<file path="src/rtl/multi_dataflow_kernel_adapter_gen.sv">
// Job-length adapter between wrapper-side streams and a dataflow kernel.
// Each job latches per-channel beat limits on start, forwards stream
// handshakes combinationally until each channel has reached its limit, and
// completes once every output channel has delivered its quota. Output beats
// offered past the limit are drained from the kernel and flagged as errors.
module multi_dataflow_kernel_adapter_gen #(
    parameter int N_IN  = 2,
    parameter int N_OUT = 1,
    parameter int DW    = 32,
    parameter int CNT_W = 16
) (
    input  logic                   clk_i,
    input  logic                   rst_i,

    input  logic                   start_i,
    input  logic                   clear_i,
    input  logic [N_IN*CNT_W-1:0]  n_in_i,
    input  logic [N_OUT*CNT_W-1:0] n_out_i,

    input  logic [N_IN-1:0]        in_valid_i,
    output logic [N_IN-1:0]        in_ready_o,
    input  logic [N_IN*DW-1:0]     in_data_i,

    output logic [N_IN-1:0]        k_in_valid_o,
    input  logic [N_IN-1:0]        k_in_ready_i,
    output logic [N_IN*DW-1:0]     k_in_data_o,

    input  logic [N_OUT-1:0]       k_out_valid_i,
    output logic [N_OUT-1:0]       k_out_ready_o,
    input  logic [N_OUT*DW-1:0]    k_out_data_i,

    output logic [N_OUT-1:0]       out_valid_o,
    input  logic [N_OUT-1:0]       out_ready_i,
    output logic [N_OUT*DW-1:0]    out_data_o,

    output logic                   idle_o,
    output logic                   ready_o,
    output logic                   done_o,
    output logic                   err_o
);

    typedef enum logic [1:0] {
        IDLE = 2'd0,
        RUN  = 2'd1,
        DONE = 2'd2
    } state_e;

    state_e state_q, state_d;

    logic [CNT_W-1:0] lim_in_q  [N_IN];
    logic [CNT_W-1:0] cnt_in_q  [N_IN];
    logic [CNT_W-1:0] lim_out_q [N_OUT];
    logic [CNT_W-1:0] cnt_out_q [N_OUT];
    logic             err_q;

    logic             run;
    logic [N_IN-1:0]  in_open;
    logic [N_IN-1:0]  in_fire;
    logic [N_IN-1:0]  in_full;
    logic [N_OUT-1:0] out_open;
    logic [N_OUT-1:0] out_fire;
    logic [N_OUT-1:0] out_drop;
    logic [N_OUT-1:0] out_done_nxt;

    // Data is never registered: the kernel sees the wrapper payload directly.
    assign k_in_data_o = in_data_i;
    assign out_data_o  = k_out_data_i;

    // Per-channel gate, handshake and completion terms derived from the counters.
    always_comb begin
        // NOTE: every signal gets a default before the loops so no path leaves it unassigned (no latch).
        run          = (state_q == RUN);
        in_open      = '0;
        in_fire      = '0;
        in_full      = '0;
        out_open     = '0;
        out_fire     = '0;
        out_drop     = '0;
        out_done_nxt = '0;
        for (int c = 0; c < N_IN; c++) begin
            in_full[c] = (cnt_in_q[c] == lim_in_q[c]);
            in_open[c] = run && (cnt_in_q[c] < lim_in_q[c]);
            in_fire[c] = in_open[c] && in_valid_i[c] && k_in_ready_i[c];
        end
        for (int c = 0; c < N_OUT; c++) begin
            out_open[c]     = run && (cnt_out_q[c] < lim_out_q[c]);
            out_fire[c]     = out_open[c] && k_out_valid_i[c] && out_ready_i[c];
            out_drop[c]     = run && !out_open[c] && k_out_valid_i[c];
            // A channel is complete next cycle if it already is, or its last beat lands now.
            out_done_nxt[c] = (cnt_out_q[c] == lim_out_q[c]) ||
                              (out_fire[c] && ((cnt_out_q[c] + CNT_W'(1)) == lim_out_q[c]));
        end
    end

    // State register.
    always_ff @(posedge clk_i) begin
        // NOTE: sequential state uses non-blocking assignment so all flops update from pre-edge values.
        if (rst_i) begin
            state_q <= IDLE;
        end else begin
            state_q <= state_d;
        end
    end

    // Next-state logic; clear_i overrides everything except reset.
    always_comb begin
        state_d = state_q;
        if (clear_i) begin
            state_d = IDLE;
        end else begin
            unique case (state_q)
                IDLE:    if (start_i) state_d = RUN;
                RUN:     if (&out_done_nxt) state_d = DONE;
                DONE:    state_d = IDLE;
                default: state_d = IDLE;
            endcase
        end
    end

    // Limit latching, beat counting and sticky overrun error.
    always_ff @(posedge clk_i) begin
        if (rst_i) begin
            // NOTE: these arrays are a handful of ordinary flops, not a RAM, so they take reset like any register.
            for (int c = 0; c < N_IN; c++) begin
                lim_in_q[c] <= '0;
                cnt_in_q[c] <= '0;
            end
            for (int c = 0; c < N_OUT; c++) begin
                lim_out_q[c] <= '0;
                cnt_out_q[c] <= '0;
            end
            err_q <= 1'b0;
        end else if (clear_i) begin
            for (int c = 0; c < N_IN; c++) begin
                cnt_in_q[c] <= '0;
            end
            for (int c = 0; c < N_OUT; c++) begin
                cnt_out_q[c] <= '0;
            end
            err_q <= 1'b0;
        end else if ((state_q == IDLE) && start_i) begin
            for (int c = 0; c < N_IN; c++) begin
                lim_in_q[c] <= n_in_i[c*CNT_W +: CNT_W];
                cnt_in_q[c] <= '0;
            end
            for (int c = 0; c < N_OUT; c++) begin
                lim_out_q[c] <= n_out_i[c*CNT_W +: CNT_W];
                cnt_out_q[c] <= '0;
            end
        end else begin
            // Fire terms are only true below the limit, so counters saturate at it.
            for (int c = 0; c < N_IN; c++) begin
                if (in_fire[c]) cnt_in_q[c] <= cnt_in_q[c] + CNT_W'(1);
            end
            for (int c = 0; c < N_OUT; c++) begin
                if (out_fire[c]) cnt_out_q[c] <= cnt_out_q[c] + CNT_W'(1);
            end
            if (|out_drop) err_q <= 1'b1;
        end
    end

    // Stream gating and status flags.
    always_comb begin
        in_ready_o    = '0;
        k_in_valid_o  = '0;
        out_valid_o   = '0;
        k_out_ready_o = '0;
        for (int c = 0; c < N_IN; c++) begin
            k_in_valid_o[c] = in_open[c] & in_valid_i[c];
            in_ready_o[c]   = in_open[c] & k_in_ready_i[c];
        end
        for (int c = 0; c < N_OUT; c++) begin
            out_valid_o[c]   = out_open[c] & k_out_valid_i[c];
            // Surplus kernel beats are accepted and discarded so the kernel never stalls.
            k_out_ready_o[c] = (out_open[c] & out_ready_i[c]) | out_drop[c];
        end
        idle_o  = (state_q == IDLE);
        done_o  = (state_q == DONE);
        ready_o = run && (&in_full);
        err_o   = err_q;
    end

endmodule

</file>
<file path="config.mk">
export PLATFORM = sky130hd
export DESIGN_NAME = multi_dataflow_kernel_adapter_gen
export DESIGN_NICKNAME = d
export VERILOG_FILES = /design/src/rtl/multi_dataflow_kernel_adapter_gen.sv
export SDC_FILE = /design/constraint.sdc
export NUM_CORES = 1
export LEC_CHECK = 0
export CELL_PAD_IN_SITES_DETAIL_PLACEMENT = 1
export CELL_PAD_IN_SITES_GLOBAL_PLACEMENT = 1
export CORE_MARGIN = 1.5
export CORE_UTILIZATION = 34
export CTS_BUF_LIST = sky130_fd_sc_hd__clkbuf_16
export CTS_CLUSTER_DIAMETER = 120
export CTS_CLUSTER_SIZE = 25
export DETAILED_ROUTE_END_ITERATION = 8
export GPL_TIMING_DRIVEN = 0
export PLACE_DENSITY = 0.89
export SYNTH_ARGS = -nofsm -noshare
export SYNTH_HDL_FRONTEND = slang
export SYNTH_SLANG_ARGS = --single-unit
</file>
<file path="constraint.sdc">
create_clock -name clk_i -period 4.65 [get_ports clk_i]
set_clock_uncertainty 0.1 [all_clocks]
set_input_delay 0.93 -clock clk_i [delete_from_list [all_inputs] [get_ports clk_i]]
set_output_delay 0.93 -clock clk_i [all_outputs]
set_load 0.02 [all_outputs]
</file>
==> impl_metrics.env <==
export IMPL_outcome="finished, final reports clean"
export IMPL_grt_pass1_wl_um=29910
export IMPL_relSlewSlack_pct=42.54
export IMPL_cts_tree="built"
export IMPL_vdd_drop_max_uv=169.2
export IMPL_rsz0062_at_grt="false"
export IMPL_timing_final_crit_share_pct=90.23
export IMPL_cts_clk_slew_worst_paths_ns=0.07
export IMPL_drc=0
export IMPL_cts_buffers=9
export IMPL_worst_slew_pin_slew_ns=0.8596
export IMPL_synthMuxAreaShare_pct=0.2909
export IMPL_clk_latency_ns=0.37
export IMPL_cts_hold_buf=0
export IMPL_detail_route_vias_per_cell=4.874
export IMPL_yosysTopAreaCellShare_pct=41.88
export IMPL_whs_ns=0.4614
export IMPL_synth_cell_types=48
export IMPL_dieArea_mm2=0.02111
export IMPL_p_per_area_mw_per_mm2=250.7
export IMPL_worstHoldPathType="reg -> reg"
export IMPL_grt_max_degree=26
export IMPL_synth_fa_ha_area_share_pct=9.271
export IMPL_postRouteAntennaNets=0
export IMPL_critPathSlowestCell="clkdlybuf4s50_1"
export IMPL_hold_depth=2
export IMPL_drv_slew=0
export IMPL_synth_area_leaders="edfxtp_1 42%, buf_4 10%, ha_1 9.3%"
export IMPL_fill_cells=2288
export IMPL_drv_cap=0
export IMPL_numClockSinks=99
export IMPL_portBuffers=163
export IMPL_die_w_um=145.3
export IMPL_finalNetCount=1061
export IMPL_synth_xor_area_share_pct=7.199
export IMPL_critPathArrivalTime_ns=3.17
export IMPL_critPathCaptureType="output port"
export IMPL_ctsResizeCount=0
export IMPL_track_usage_pct=17.71
export IMPL_synth_seq_cells=99
export IMPL_synth_compound_area_share_pct=8.308
export IMPL_yosysSeqAreaShare_pct=42.76
export IMPL_wirelength_um=18620
export IMPL_power_mw=2.296
export IMPL_crit_buf_inv=1
export IMPL_cts_buffer_depth=2
export IMPL_syn_area_mm2=0.006883
export IMPL_area_growth_pct=33.07
export IMPL_grt_ovfl_total=0
export IMPL_place_congestion=0.8740
export IMPL_p_leak_nw=3.668
export IMPL_rr_startpoint="cnt_in_q[0][17]"
export IMPL_drtPass1Iterations=6
export IMPL_synth_largest_area_cell="edfxtp_1"
export IMPL_core_area_mm2=0.01965
export IMPL_synth_top_family_by_area="simple AND/OR/NAND/NOR gates"
export IMPL_r2r_end="cnt_in_q[0][29]"
export IMPL_finalHoldViolCount=0
export IMPL_synth_area_per_cell_um2=10.11
export IMPL_synthSimpleGateAreaFrac_pct=17.09
export IMPL_critPathKind="reg -> out"
export IMPL_r2r_slack_ns=1.00
export IMPL_htreeDepth=3
export IMPL_yosys_warnings=0
export IMPL_synth_cells=681
export IMPL_antenna_found_initial=0
export IMPL_num_antenna_cells=0
export IMPL_dp_hpwl_um=14600
export IMPL_die_height_um=145.3
export IMPL_critPathRequiredTime_ns=3.62
export IMPL_finalCriticalPeriod_ns=4.196
export IMPL_post_cts_buffers=0
export IMPL_synth_edff_count=96
export IMPL_initial_core_util_pct=35.02
export IMPL_drt_initial_drc_count=306
export IMPL_cpMostUsedCell="a21oi_1"
export IMPL_pin_count=260
export IMPL_grt_pass1_vias=5874
export IMPL_rows=51
export IMPL_report_final_setup_viol=0
export IMPL_async_reset_ff_share_pct=0
export IMPL_synthesis_nets=886
export IMPL_path_delay_family="compound AO/OA/AOI/OAI gates"
export IMPL_crit_path_max_fanout=5
export IMPL_clock_fmax_ghz=0.2383
export IMPL_yosys_top_cells_count="96 x buf_4, 96 x edfxtp_1, 60 x inv_1, 51 x and2_1, 51 x ha_1"
export IMPL_synth_flop_cell="edfxtp_1"
export IMPL_crit_chain="ha_1 -> a21oi_1 -> o21ai_0 -> a221o_1 -> a21oi_1 -> nand2_1 -> mux2i_1 -> nor2_1 -> clkdlybuf4s50_1"
export IMPL_hp_start="err_o"
export IMPL_ff2ff_path_depth=9
export IMPL_drive_above_1_share_pct=14.29
export IMPL_critPathMaxStageDelay_ns=0.63
export IMPL_post_drt_wl_per_cell_um=16.54
export IMPL_min_to="err_o"
export IMPL_cts_root_buf="clkbuf_16"
export IMPL_cp_start_kind="register"
export IMPL_vias=5488
==> cell families (layout without fill, tap and decap cells) <==
logic type,Yosys count,in the layout
buffers and inverters,174,354
adder cells (fa/ha/maj),51,51
XOR/XNOR,55,55
AO/OA/AOI/OAI,86,86
AND/OR/NAND/NOR,214,214
flip-flops,99,99
multiplexers,2,2
==> flip-flops by register name, summed over array words and instances, names as in the netlist <==
| register | count |
|---|---|
| cnt_in_q | 32 |
| lim_in_q | 32 |
| cnt_out_q | 16 |
| lim_out_q | 16 |
| state_q | 2 |
| err_o | 1 |
==> layout by cell type, fill, tap and decap left out, types with 4 or more instances in the layout <==
cell type,netlist,routed
a211oi_1,30,30
a21o_1,7,7
a21oi_1,21,21
and2_1,51,51
and3_1,9,9
buf_4,96,96
clkbuf_1,15,15
clkbuf_16,0,9
clkdlybuf4s50_1,0,163
edfxtp_1,96,96
ha_1,51,51
inv_1,60,60
inv_6,0,4
nand2_1,30,30
nand3_1,22,22
nand4_1,23,23
nor2_1,39,39
nor2b_1,10,10
nor3_1,9,9
nor4_1,4,4
o21ai_0,9,9
xnor2_1,27,27
xor2_1,27,27
==> layer usage <==
| metal | part of all wire, % | up-vias | track usage [%] |
|---|---|---|---|
| li1 | - | 2636 | - |
| met1 | 42 | 2627 | 21.43 |
| met2 | 51 | 194 | 31.17 |
| met3 | 4.7 | 31 | 2.956 |
| met4 | 2.4 | 0 | 7.092 |
| met5 | 0 | - | 0 |
==> worst min-delay path, stage by stage, from the launching register on <==
cell	delay, ns
dfxtp_1	0.34
a31oi_1	0.05
nor3_1	0.12
==> through the flow <==
step	worst slack, ns	cell area (um^2)	setup TNS, ns	util (%)	cells
after floorplan	0.8024	6883	0	-	681
after detailed placement	0.8542	8877	0	45.17	1110
after global placement	-1.022	8846	-48.78	45.01	1109
after global routing	0.2141	9159	0	46.60	1126
final	0.4542	9159	0	46.60	1126
after CTS	0.4701	9159	0	46.60	1126
==> worst max path at each step <==
| stage | slack (ns) | depth (start not counted) | from | to |
|---|---|---|---|---|
| after floorplan | 0.80 | 2 | start_i | lim_in_q[0][0] |
| after global placement | -1.02 | 3 | start_i | lim_in_q[0][12] |
| after detailed placement | 0.85 | 9 | cnt_out_q[0][5] | k_out_ready_o |
| after CTS | 0.47 | 9 | cnt_out_q[0][14] | k_out_ready_o |
| after global routing | 0.21 | 9 | cnt_out_q[0][5] | k_out_ready_o |
| final | 0.45 | 9 | cnt_out_q[0][5] | k_out_ready_o |
==> cell type report <==
cell class | count | area, um^2 | area share, %
Multi-Input combinational cell | 408 | 2913 | 31.80
Sequential cell | 99 | 2943 | 32.13
Timing Repair Buffer | 164 | 1652 | 18.03
Clock buffer | 9 | 225.2 | 2.459
Clock inverter | 7 | 56.30 | 0.6148
Tap cell | 265 | 331.6 | 3.620
Inverter | 60 | 225.2 | 2.459
Buffer | 114 | 813.3 | 8.880
==> where the power goes <==
group	internal (mW)	leakage [nW]	switching (mW)	total, mW
Sequential	1.03	1.09	0.0421	1.07
Clock	0.371	0.137	0.373	0.744
Combinational	0.254	2.44	0.229	0.482
Power figures use the tool's default switching activity.
